$ cat src/rtl/ula_arbiter.sv
// rtl/ula_arbiter.sv - round-robin arbiter sharing one ULA between two requesters
// Accepts one operation at a time, waits LATENCY cycles, returns the result to its issuer.
module ula_arbiter #(
  parameter int LATENCY = 1
) (
  input  logic       clk,
  input  logic       rst_n,
  input  logic       req0_valid,
  output logic       req0_ready,
  input  logic [7:0] req0_a,
  input  logic [7:0] req0_b,
  input  logic [2:0] req0_op,
  output logic       rsp0_valid,
  input  logic       rsp0_ready,
  output logic [8:0] rsp0_s,
  input  logic       req1_valid,
  output logic       req1_ready,
  input  logic [7:0] req1_a,
  input  logic [7:0] req1_b,
  input  logic [2:0] req1_op,
  output logic       rsp1_valid,
  input  logic       rsp1_ready,
  output logic [8:0] rsp1_s,
  output logic [7:0] ula_a,
  output logic [7:0] ula_b,
  output logic [2:0] ula_op,
  input  logic [8:0] ula_s,
  output logic       busy,
  output logic       grant
);
  typedef enum logic [1:0] {S_IDLE = 2'd0, S_EXEC = 2'd1, S_RESP = 2'd2} state_t;
  localparam logic [3:0] LAT_M1 = 4'(LATENCY - 1);

  state_t     r_state;
  state_t     w_next;
  logic       r_grant;
  logic [3:0] r_cnt;
  logic [7:0] r_ula_a;
  logic [7:0] r_ula_b;
  logic [2:0] r_ula_op;
  logic [8:0] r_rsp0_s;
  logic [8:0] r_rsp1_s;
  logic       w_idle;
  logic       w_acc0;
  logic       w_acc1;
  logic       w_accept;
  logic       w_done;
  logic       w_rsp_hs;

  assign w_idle     = (r_state == S_IDLE);
  // r_grant doubles as last_grant: on contention the other requester is served
  assign req0_ready = w_idle & req0_valid & (~req1_valid | r_grant);
  assign req1_ready = w_idle & req1_valid & (~req0_valid | ~r_grant);
  assign w_acc0     = req0_valid & req0_ready;
  assign w_acc1     = req1_valid & req1_ready;
  assign w_accept   = w_acc0 | w_acc1;
  assign w_done     = (r_state == S_EXEC) & (r_cnt == 4'd0);
  assign w_rsp_hs   = (r_state == S_RESP) & (r_grant ? rsp1_ready : rsp0_ready);

  always_ff @(posedge clk or negedge rst_n) begin
    if (!rst_n) r_state <= S_IDLE;
    else        r_state <= w_next;
  end

  always_comb begin
    w_next = r_state;
    case (r_state)
      S_IDLE:  if (w_accept) w_next = S_EXEC;
      S_EXEC:  if (w_done)   w_next = S_RESP;
      S_RESP:  if (w_rsp_hs) w_next = S_IDLE;
      default: w_next = S_IDLE;
    endcase
  end

  always_ff @(posedge clk or negedge rst_n) begin
    if (!rst_n) begin
      r_grant  <= 1'b1;
      r_cnt    <= 4'd0;
      r_ula_a  <= 8'd0;
      r_ula_b  <= 8'd0;
      r_ula_op <= 3'd0;
      r_rsp0_s <= 9'd0;
      r_rsp1_s <= 9'd0;
    end else begin
      if (w_accept) begin
        r_ula_a  <= w_acc1 ? req1_a  : req0_a;
        r_ula_b  <= w_acc1 ? req1_b  : req0_b;
        r_ula_op <= w_acc1 ? req1_op : req0_op;
        r_grant  <= w_acc1;
        r_cnt    <= LAT_M1;
      end else if ((r_state == S_EXEC) && (r_cnt != 4'd0)) begin
        r_cnt <= r_cnt - 4'd1;
      end
      if (w_done) begin
        if (r_grant) r_rsp1_s <= ula_s;
        else         r_rsp0_s <= ula_s;
      end
    end
  end

  assign rsp0_valid = (r_state == S_RESP) & ~r_grant;
  assign rsp1_valid = (r_state == S_RESP) & r_grant;
  assign rsp0_s     = r_rsp0_s;
  assign rsp1_s     = r_rsp1_s;
  assign ula_a      = r_ula_a;
  assign ula_b      = r_ula_b;
  assign ula_op     = r_ula_op;
  assign busy       = ~w_idle;
  assign grant      = r_grant;
endmodule
$ cat config.mk
export PLATFORM = sky130hd
export DESIGN_NAME = ula_arbiter
export DESIGN_NICKNAME = d
export VERILOG_FILES = /design/src/rtl/ula_arbiter.sv
export SDC_FILE = /design/constraint.sdc
export NUM_CORES = 1
export LEC_CHECK = 0
export CORE_MARGIN = 1
export CORE_UTILIZATION = 35
export DETAILED_ROUTE_END_ITERATION = 6
export PLACE_DENSITY = 0.7
export SLEW_MARGIN = 20
export SYNTH_ARGS = -nofsm -noshare
export SYNTH_HDL_FRONTEND = slang
export SYNTH_SLANG_ARGS = --single-unit
$ cat constraint.sdc
create_clock -name clk -period 2.59 [get_ports clk]
set_clock_uncertainty 0.1 [all_clocks]
set_input_delay 0.3885 -clock clk [delete_from_list [all_inputs] [get_ports clk]]
set_output_delay 0.3885 -clock clk [all_outputs]
set_load 0.05 [all_outputs]
Word-level counts from Yosys, hierarchy flattened --
Cells that the tools add are included.
Storage, ports and cells: bits in registers 44, input bits 53, output and inout bits 43
Cells by class: $add $sub $neg 1, equality and inequality tests 5, mux-type cells 10, bitwise gates (word level) 17, reductions and logical operators 8
Operators with widths (number):
- $mux 8 | 2
- $and 1x1->1 | 10
- $mux 4 | 2
- $mux 2 | 3
- $pmux 2 s3 | 1
- $logic_not 4->1 | 1
- $ne 2x2->1 const B | 2
- $not 1->1 | 4
- $reduce_and 2->1 | 2
- $reduce_bool 4->1 | 1
- $sub 4x1->4 const B | 1
- $mux 3 | 1
- $or 1x1->1 | 3
- $reduce_and 3->1 | 1
- $eq 2x1->1 const B | 1
- $eq 2x2->1 const B | 1
- $logic_not 2->1 | 1
- $ne 2x1->1 const B | 1
- $reduce_bool 2->1 | 1
- $logic_and 1x1->1 | 1
- $mux 1 | 1

Longest topological paths before layout --
word-level depth 7, gate-level depth with buffers 6

Worst setup path before layout --
No wires, ideal clock.
path type register to output, start reg r_grant (netlist: grant), end out req0_ready, data arrival time 1.691 ns, data required time 2.102 ns, path slack 0.410 ns, cell stages (with the launch flop) 4, path buffers 1, cells stage by stage dfstp_2 buf_6 inv_1 a21oi_1
On the way: longest elaborated chain between the ends 2
RTL lines:
- start, declared | line 36 | logic r_grant;
- start signal, assigned | line 89 | r_grant <= w_acc1;
- $or 1x1->1 | line 52 | assign req0_ready = w_idle & req0_valid & (~req1_valid | r_grant);
- $and 1x1->1 | line 52
- end, declared | line 9 | output logic req0_ready,
Every way passes these cells.

Worst setup path in the final report --
start reg r_grant (netlist: grant), end out rsp1_valid
On the way: longest elaborated chain between the ends 1
RTL lines:
- $and 1x1->1 | line 102 | assign rsp1_valid = (r_state == S_RESP) & r_grant;
- end, declared | line 21 | output logic rsp1_valid,
Every way passes these cells.

==> impl_metrics.xml <==
<?xml version="1.0" encoding="UTF-8"?>
<metrics>
  <group name="status">
    <metric name="run_status" unit="">finished clean</metric>
  </group>
  <group name="global_route">
    <metric name="grt_first_pass_wirelength" unit="mm">9.018</metric>
    <metric name="grt_antenna_before_repair" unit="">0</metric>
    <metric name="met3_usage_in_global_routing" unit="%">5.581</metric>
    <metric name="gr-usage-met2" unit="%">32.17</metric>
    <metric name="global_routing_s_busiest_layer" unit="">met2</metric>
    <metric name="number_of_global_route_vias_before_repair" unit="">1872</metric>
    <metric name="global_route.overflow_total" unit="">0</metric>
    <metric name="grtUsageMet1" unit="%">22.94</metric>
    <metric name="largest_net_degree_at_the_start_of_global_routing" unit="">24</metric>
    <metric name="grt_util_all_layers" unit="%">18.92</metric>
  </group>
  <group name="die">
    <metric name="num_io_pins" unit="">96</metric>
    <metric name="die_h" unit="um">78.64</metric>
    <metric name="initial_core_utilization" unit="%">36.88</metric>
    <metric name="floorplan.rows" unit="">27</metric>
    <metric name="floorplan.die.width" unit="um">78.64</metric>
    <metric name="floorplan.core_area" unit="um^2">5574</metric>
    <metric name="die-area" unit="um^2">6184</metric>
  </group>
  <group name="synthesis">
    <metric name="synth.net_count" unit="">249</metric>
    <metric name="yosysWarningCount" unit="">0</metric>
    <metric name="netlist_instances" unit="">194</metric>
    <metric name="synth-edff-count" unit="">0</metric>
    <metric name="synth.yosys.seq_area_share" unit="%">53.62</metric>
    <metric name="synth_top_cell_by_area" unit="">sky130_fd_sc_hd__dfrtp_1</metric>
    <metric name="synth.top_cell.area_share" unit="%">52.34</metric>
    <metric name="synthArstFlopShare" unit="%">100.0</metric>
    <metric name="synth-seq-cells" unit="">44</metric>
    <metric name="synth.distinct_cells" unit="">27</metric>
    <metric name="post_synth.cell_area_avg" unit="um^2">10.60</metric>
    <metric name="synth_area" unit="um^2">2056</metric>
    <metric name="largest_cells_by_area_after_synthesis" unit="">sky130_fd_sc_hd__dfrtp_1, sky130_fd_sc_hd__mux2_2, sky130_fd_sc_hd__o311ai_0, sky130_fd_sc_hd__o21ai_0, sky130_fd_sc_hd__nand3_1</metric>
    <metric name="top_reg_cell_synth" unit="">sky130_fd_sc_hd__dfrtp_1</metric>
  </group>
  <group name="clock_network">
    <metric name="worst_skew_pair.late_latency" unit="ns">0.30</metric>
    <metric name="clock_sink_count" unit="">44</metric>
    <metric name="tritoncts.num_buffers" unit="">5</metric>
    <metric name="cts.clk_slew.worst_paths" unit="ns">0.08</metric>
    <metric name="htreeDepth" unit="">2</metric>
    <metric name="tritoncts" unit="">done</metric>
    <metric name="buffers_inserted_during_post_cts_setup_optimization" unit="">0</metric>
    <metric name="clockBufferDepth" unit="">2</metric>
    <metric name="cts.root.buffer_cell" unit="">sky130_fd_sc_hd__clkbuf_8</metric>
  </group>
  <group name="finish">
    <metric name="fin_util" unit="%">57.76</metric>
    <metric name="drive_gt1_share" unit="%">14.83</metric>
    <metric name="area_delta_synth_final" unit="%">56.60</metric>
    <metric name="final_cell_area" unit="um^2">3219</metric>
    <metric name="antenna_cells_inserted" unit="">0</metric>
    <metric name="mostFrequentLayoutCells" unit="">sky130_fd_sc_hd__clkdlybuf4s50_1, sky130_fd_sc_hd__dfrtp_1, sky130_fd_sc_hd__o21ai_0, sky130_fd_sc_hd__inv_1, sky130_fd_sc_hd__nand3_1</metric>
    <metric name="mostFrequentLayoutCell" unit="">sky130_fd_sc_hd__clkdlybuf4s50_1</metric>
    <metric name="finish.net_count" unit="">344</metric>
  </group>
  <group name="drt">
    <metric name="initialDrtViolationCount" unit="">100</metric>
    <metric name="detailed_route_drc_error_count" unit="">0</metric>
    <metric name="via_count" unit="">1813</metric>
    <metric name="drt_pre_antenna_iters" unit="">4</metric>
    <metric name="detail-route-antenna-nets" unit="">0</metric>
    <metric name="routed_via_density" unit="">5.008</metric>
    <metric name="avgRoutedWirePerCell" unit="um">14.86</metric>
    <metric name="wirelength" unit="mm">5.379</metric>
  </group>
  <group name="timing">
    <metric name="timing.fmax" unit="MHz">408.7</metric>
    <metric name="final_hold_viol_count" unit="">0</metric>
    <metric name="period_needed" unit="ns">2.447</metric>
    <metric name="unrepaired_setup_endpoints_after_global_routing" unit="">no</metric>
    <metric name="worst_pin_slew" unit="ns">0.7664</metric>
    <metric name="maxSlewViolCount" unit="">0</metric>
    <metric name="setup_viol" unit="">0</metric>
    <metric name="fin_setup_tns" unit="ns">0</metric>
    <metric name="finalCritPeriodShare" unit="%">94.47</metric>
    <metric name="maxSlewHeadroom" unit="%">48.85</metric>
    <metric name="final_setup_margin" unit="ns">0.1433</metric>
  </group>
  <group name="placed_design">
    <metric name="buffer_ports.inserted" unit="">95</metric>
    <metric name="place_worst_setup_slack" unit="ns">0.3316</metric>
    <metric name="gp_routability_congestion" unit="">0.7316</metric>
    <metric name="placed_area" unit="um^2">3088</metric>
    <metric name="dpl.hpwl" unit="mm">3.807</metric>
  </group>
  <group name="worst_setup_path">
    <metric name="crit_fanout" unit="">9</metric>
    <metric name="crit_type" unit="">register to output pin</metric>
    <metric name="crit_path_cell_trace" unit="">inv_1 -&gt; nor2_1 -&gt; clkdlybuf4s50_1</metric>
    <metric name="cp_slowest_cell" unit="">sky130_fd_sc_hd__clkdlybuf4s50_1</metric>
    <metric name="capturing_element_type_of_the_critical_path" unit="">output pin</metric>
    <metric name="critical-path-max-stage-delay" unit="ns">0.81</metric>
    <metric name="cp-start-kind" unit="">register</metric>
    <metric name="worst_ep_required_time" unit="ns">2.10</metric>
    <metric name="critical_path_arrival" unit="ns">1.96</metric>
  </group>
  <group name="pwr">
    <metric name="cellPowerDensity" unit="nW/um^2">1447</metric>
    <metric name="power_leakage" unit="nW">1.336</metric>
    <metric name="peakVddDrop" unit="V">0.0006898</metric>
  </group>
  <group name="run">
    <metric name="max_cap_violations" unit="">0</metric>
  </group>
  <group name="min_path">
    <metric name="worst_hold_path_type" unit="">register to register</metric>
  </group>
</metrics>
==> cells in the mapped netlist, types with 2 or more instances <==
library cell	number
sky130_fd_sc_hd__nor2_1	6
sky130_fd_sc_hd__a21oi_1	4
sky130_fd_sc_hd__o311ai_0	19
sky130_fd_sc_hd__nand2b_1	2
sky130_fd_sc_hd__mux2_2	19
sky130_fd_sc_hd__or3_1	2
sky130_fd_sc_hd__nand2_1	2
sky130_fd_sc_hd__clkbuf_1	11
sky130_fd_sc_hd__inv_1	23
sky130_fd_sc_hd__ha_1	2
sky130_fd_sc_hd__dfrtp_1	43
sky130_fd_sc_hd__nor3b_1	2
sky130_fd_sc_hd__nand3_1	21
sky130_fd_sc_hd__o21ai_0	25
==> critical path: cells and delay by family (launching register included) <==
kind / cells / cell delay, ns
simple gates: 1 / 0.13
buf+inv: 2 / 0.89
flops: 1 / 0.65
==> state kept, by name (all words and copies together) (netlist names) <==
register / cells
grant: 1
r_cnt: 4
r_state: 2
rsp0_s: 9
rsp1_s: 9
ula_a: 8
ula_b: 8
ula_op: 3
==> worst paths after layout <==
| check | from | endpoint | slack, ns | cells past startpoint |
|---|---|---|---|---|
| worst min-delay path | rsp1_s[4] | rsp1_s[4] | 0.41 | 1 |
| min in group asynchronous | rst_n | r_cnt[0] | 0.50 | 2 |
| worst max-delay path | grant | rsp1_valid | 0.14 | 3 |
| worst max register to register | r_cnt[0] | rsp0_s[5] | 0.51 | 5 |
| max in group asynchronous | rst_n | grant | 1.15 | 3 |
| worst min register to register | rsp1_s[4] | rsp1_s[4] | 0.41 | 1 |
==> cell type report <==
| cell class | instances | area (um^2) |
|---|---|---|
| fillers | 495 | 2355 |
| flip-flops and latches | 44 | 1102 |
| repair buffers | 102 | 1006 |
| multi-input cells | 113 | 813.3 |
| well taps | 72 | 90.09 |
| inverters | 23 | 86.33 |
| clock buffers | 6 | 82.58 |
| clock inverters | 2 | 38.79 |
==> cell families after synthesis <==
| family | synth area share [%] |
|---|---|
| flops | 53.62 |
| compound gates | 15.76 |
| simple gates | 11.32 |
| buf+inv | 7.181 |
| fa+ha+maj | 1.217 |
| mux | 10.89 |
==> layer usage <==
metal	part of all wire [%]	wire, um	vias up
li1	-	-	883
met2	46	2495	70
met3	7.0	377	7
met1	45	2439	853
met4	1.2	67	0
met5	0	0	-
==> timing repair <==
item,4_1_cts,5_1_grt
endpoints found under the hold margin,22,0
gates resized for setup,0,0
hold buffers,1,0
endpoints found under the setup margin,0,0
==> per-stage QoR <==
step,total power [mW],cells,hold slack (ns)
global route,4.924,362,0.4208
CTS,4.702,362,0.4125
finish,4.657,362,0.4100
global placement,4.100,353,0.2930
floorplan,3.145,194,-0.007091
detailed placement,4.142,353,0.2990
==> power breakdown <==
part | internal [mW] | switching (mW) | total [mW]
Clock | 0.315 | 0.236 | 0.551
Sequential | 1.04 | 0.199 | 1.24
Combinational | 1.03 | 1.84 | 2.87
Power figures use the tool's default switching activity.
==> RTL change, RTL diff (same settings) <==
Make the reset (`rst_n`) synchronous in 2 clocked blocks.
--- a/src/rtl/ula_arbiter.sv
+++ b/src/rtl/ula_arbiter.sv
@@ -59,3 +59,3 @@
 
-  always_ff @(posedge clk or negedge rst_n) begin
+  always_ff @(posedge clk) begin
     if (!rst_n) r_state <= S_IDLE;
@@ -74,3 +74,3 @@
 
-  always_ff @(posedge clk or negedge rst_n) begin
+  always_ff @(posedge clk) begin
     if (!rst_n) begin
Behaviour: differs if rst_n is asserted again (counterexample within 4 cycles, from zero or initial values and one cycle with rst_n low); with rst_n held inactive, the same outputs for 10 cycles.
==> RTL change against the unedited design <==
- global-route usage decreased by 0.88 points
- final cell count is 14% higher
- final area increased by 3.3%
- via count up 16%
- maximum frequency grew 6.7%
- area after synthesis increased by 6.5%
- routed wire length rose by 7.6%
- sequential cell count stayed put
- critical path depth shrank 1
- worst setup slack improved by 0.15 ns
- first-iteration DRC count down 22%
- core utilization decreased by 2.3 points
- critical path type unchanged
- critical endpoint is now rsp0_valid
- highest routed layer unchanged
Power is not compared: it rests on default switching activity, and its combinational part moved more than twofold at a synthesized area within 25%.
==> RTL change: results (changes against the unedited design) <==
| Metric | Value |
|---|---|
| Status | complete, no violations |
| Cell Area, Placed | 3200 sq um (+3.7%) |
| Post-synthesis mux area share | 8.69% (-2.2 points) |
| Root Driver | clkbuf_8 |
| Compound-cell area share of the yosys netlist | 11.2% (-4.6 points) |
| Min-Delay Endpoint | rsp0_s[4]$_SDFFE_PN0P_ |
| Dpl cells | 406 (+15%) |
| Vias | 2101 (+16%) |
| Met3 GRT Util | 4.61% (-0.97 points) |
| Nets | 392 (+14%) |
| GR Layer Usage met2 | 29.3% (-2.8 points) |
| Hold_sp | rsp0_s[4]$_SDFFE_PN0P_ |
| First-pass GRT wire length | 9.10 mm (+0.92%) |
| Final GP Congestion | 0.756 (+3.4%) |
| Pre-CTS setup slack | 0.409 ns (+0.0777 ns) |
| DR vias/cell | 5.07 (+1.3%) |
| Seq/Total Area, Yosys | 40.3% (-13 points) |
| Reg-to-reg slack, setup | 0.68 ns (+0.17 ns) |
| DR WL/cell | 14.0 um (-5.9%) |
| Largest net degree at the start of global routing | 47 (+96%) |
| Total GRT Usage | 18.0% (-0.88 points) |
| Fill count | 529 (+6.9%) |
| Fraction of layout cells with a size suffix above 1 | 8.55% (-6.3 points) |
| Synth top cells by count | 44 x dfxtp_1, 31 x nand2_1, 24 x inv_1, 20 x and2_1 |
| Clk buf depth | 2 (unchanged) |
| Synth Flop Type | dfxtp_1 |
| Post-synth net total | 305 (+22%) |
| Vias in the first global route | 1880 (+0.43%) |
| Detail Placement HPWL | 3.94 mm (+3.5%) |
| Drt pass-1 iters | 4 (unchanged) |
| Max FO, Critical Path | 7 (-2) |
| Yosys top cell area share | 40.3% (-12 points) |
| Share of flip-flops with an asynchronous set or reset | 0% (-100 points) |
| Hold depth | 2 (+1) |
| Avg Inst Size Synth | 8.72 sq um (-18%) |
| Reg-to-Reg Start | r_cnt[0]$_SDFFE_PP0P_ |
| Synth top area cells | dfxtp_1 40%, mux2i_1 8.7%, nand4b_1 7.6%, o221ai_1 7.6%, and2_1 5.7% |
| Headroom to the max-slew limit | 58.6% (+9.8 points) |
| Synth Area in Adders | 0.572% (-0.65 points) |
| Met1 Resource Use GR | 22.9% (-0.053 points) |
| Critical Path AT | 1.81 ns (-0.15 ns) |
| DRT iter0 DRCs | 78 (-22%) |
[RTL change: changes by cell type after synthesis, moves of 20 or more]
cell and change:
nand2_1 +29, dfrtp_1 -43, o21ai_0 -21, dfxtp_1 +44, nand3_1 -20
[RTL change: how the worst max path moves through the flow]
stage                             to  cells after the start  slack (ns)               startpoint
after floorplan           rsp1_valid                      3        0.02       grant$_SDFFE_PN1P_
after global placement    req0_ready                      4        0.45               req0_valid
after detailed placement  req0_ready                      4        0.41               req0_valid
after CTS                 rsp0_valid                      2        0.29  r_state[1]$_SDFFE_PN0P_
after global routing      rsp0_valid                      2        0.24  r_state[1]$_SDFFE_PN0P_
final                     rsp0_valid                      2        0.30  r_state[1]$_SDFFE_PN0P_
[RTL change: logic make-up after synthesis]
logic type / after synthesis
and+or+nand+nor: 106
buffers and inverters: 49
adders and majority gates: 1
muxes: 19
DFF: 44
AOI/OAI and AO/OA: 32
[RTL change: cell type report]
| cell class | instances | area share (%) |
|---|---|---|
| inverters | 25 | 2.82 |
| flip-flops and latches | 44 | 26.5 |
| repair buffers | 104 | 30.9 |
| well taps | 75 | 2.82 |
| clock buffers | 6 | 2.48 |
| multi-input cells | 158 | 33.3 |
| clock inverters | 2 | 1.17 |
[RTL change: per-layer routing]
| metal | vias to the layer above | part of all wire (%) |
|---|---|---|
| met4 | 0 | 1.8 |
| met1 | 978 | 47 |
| li1 | 1066 | - |
| met2 | 48 | 47 |
| met5 | - | 0 |
| met3 | 9 | 4.7 |
[RTL change: worst max-delay path, stage by stage, from the launching register on]
cell and delay, ns:
dfxtp_1 0.45, nor3b_1 0.22, clkdlybuf4s50_1 0.85
[RTL change: stage by stage]
step / util (%) / hold WS, ns
3_5_place_dp: 53.5 / 0.348
5_1_grt: 55.5 / 0.382
3_3_place_gp: 53.5 / 0.345
4_1_cts: 55.5 / 0.365
6_report: 55.5 / 0.362
2_1_floorplan: - / 0.363
[RTL change: power breakdown]
part           total (mW)  switching [mW]  internal (mW)
registers           0.773          0.0376          0.735
logic               0.667           0.401          0.266
clock network       0.558           0.242          0.315
total                2.00           0.681           1.32
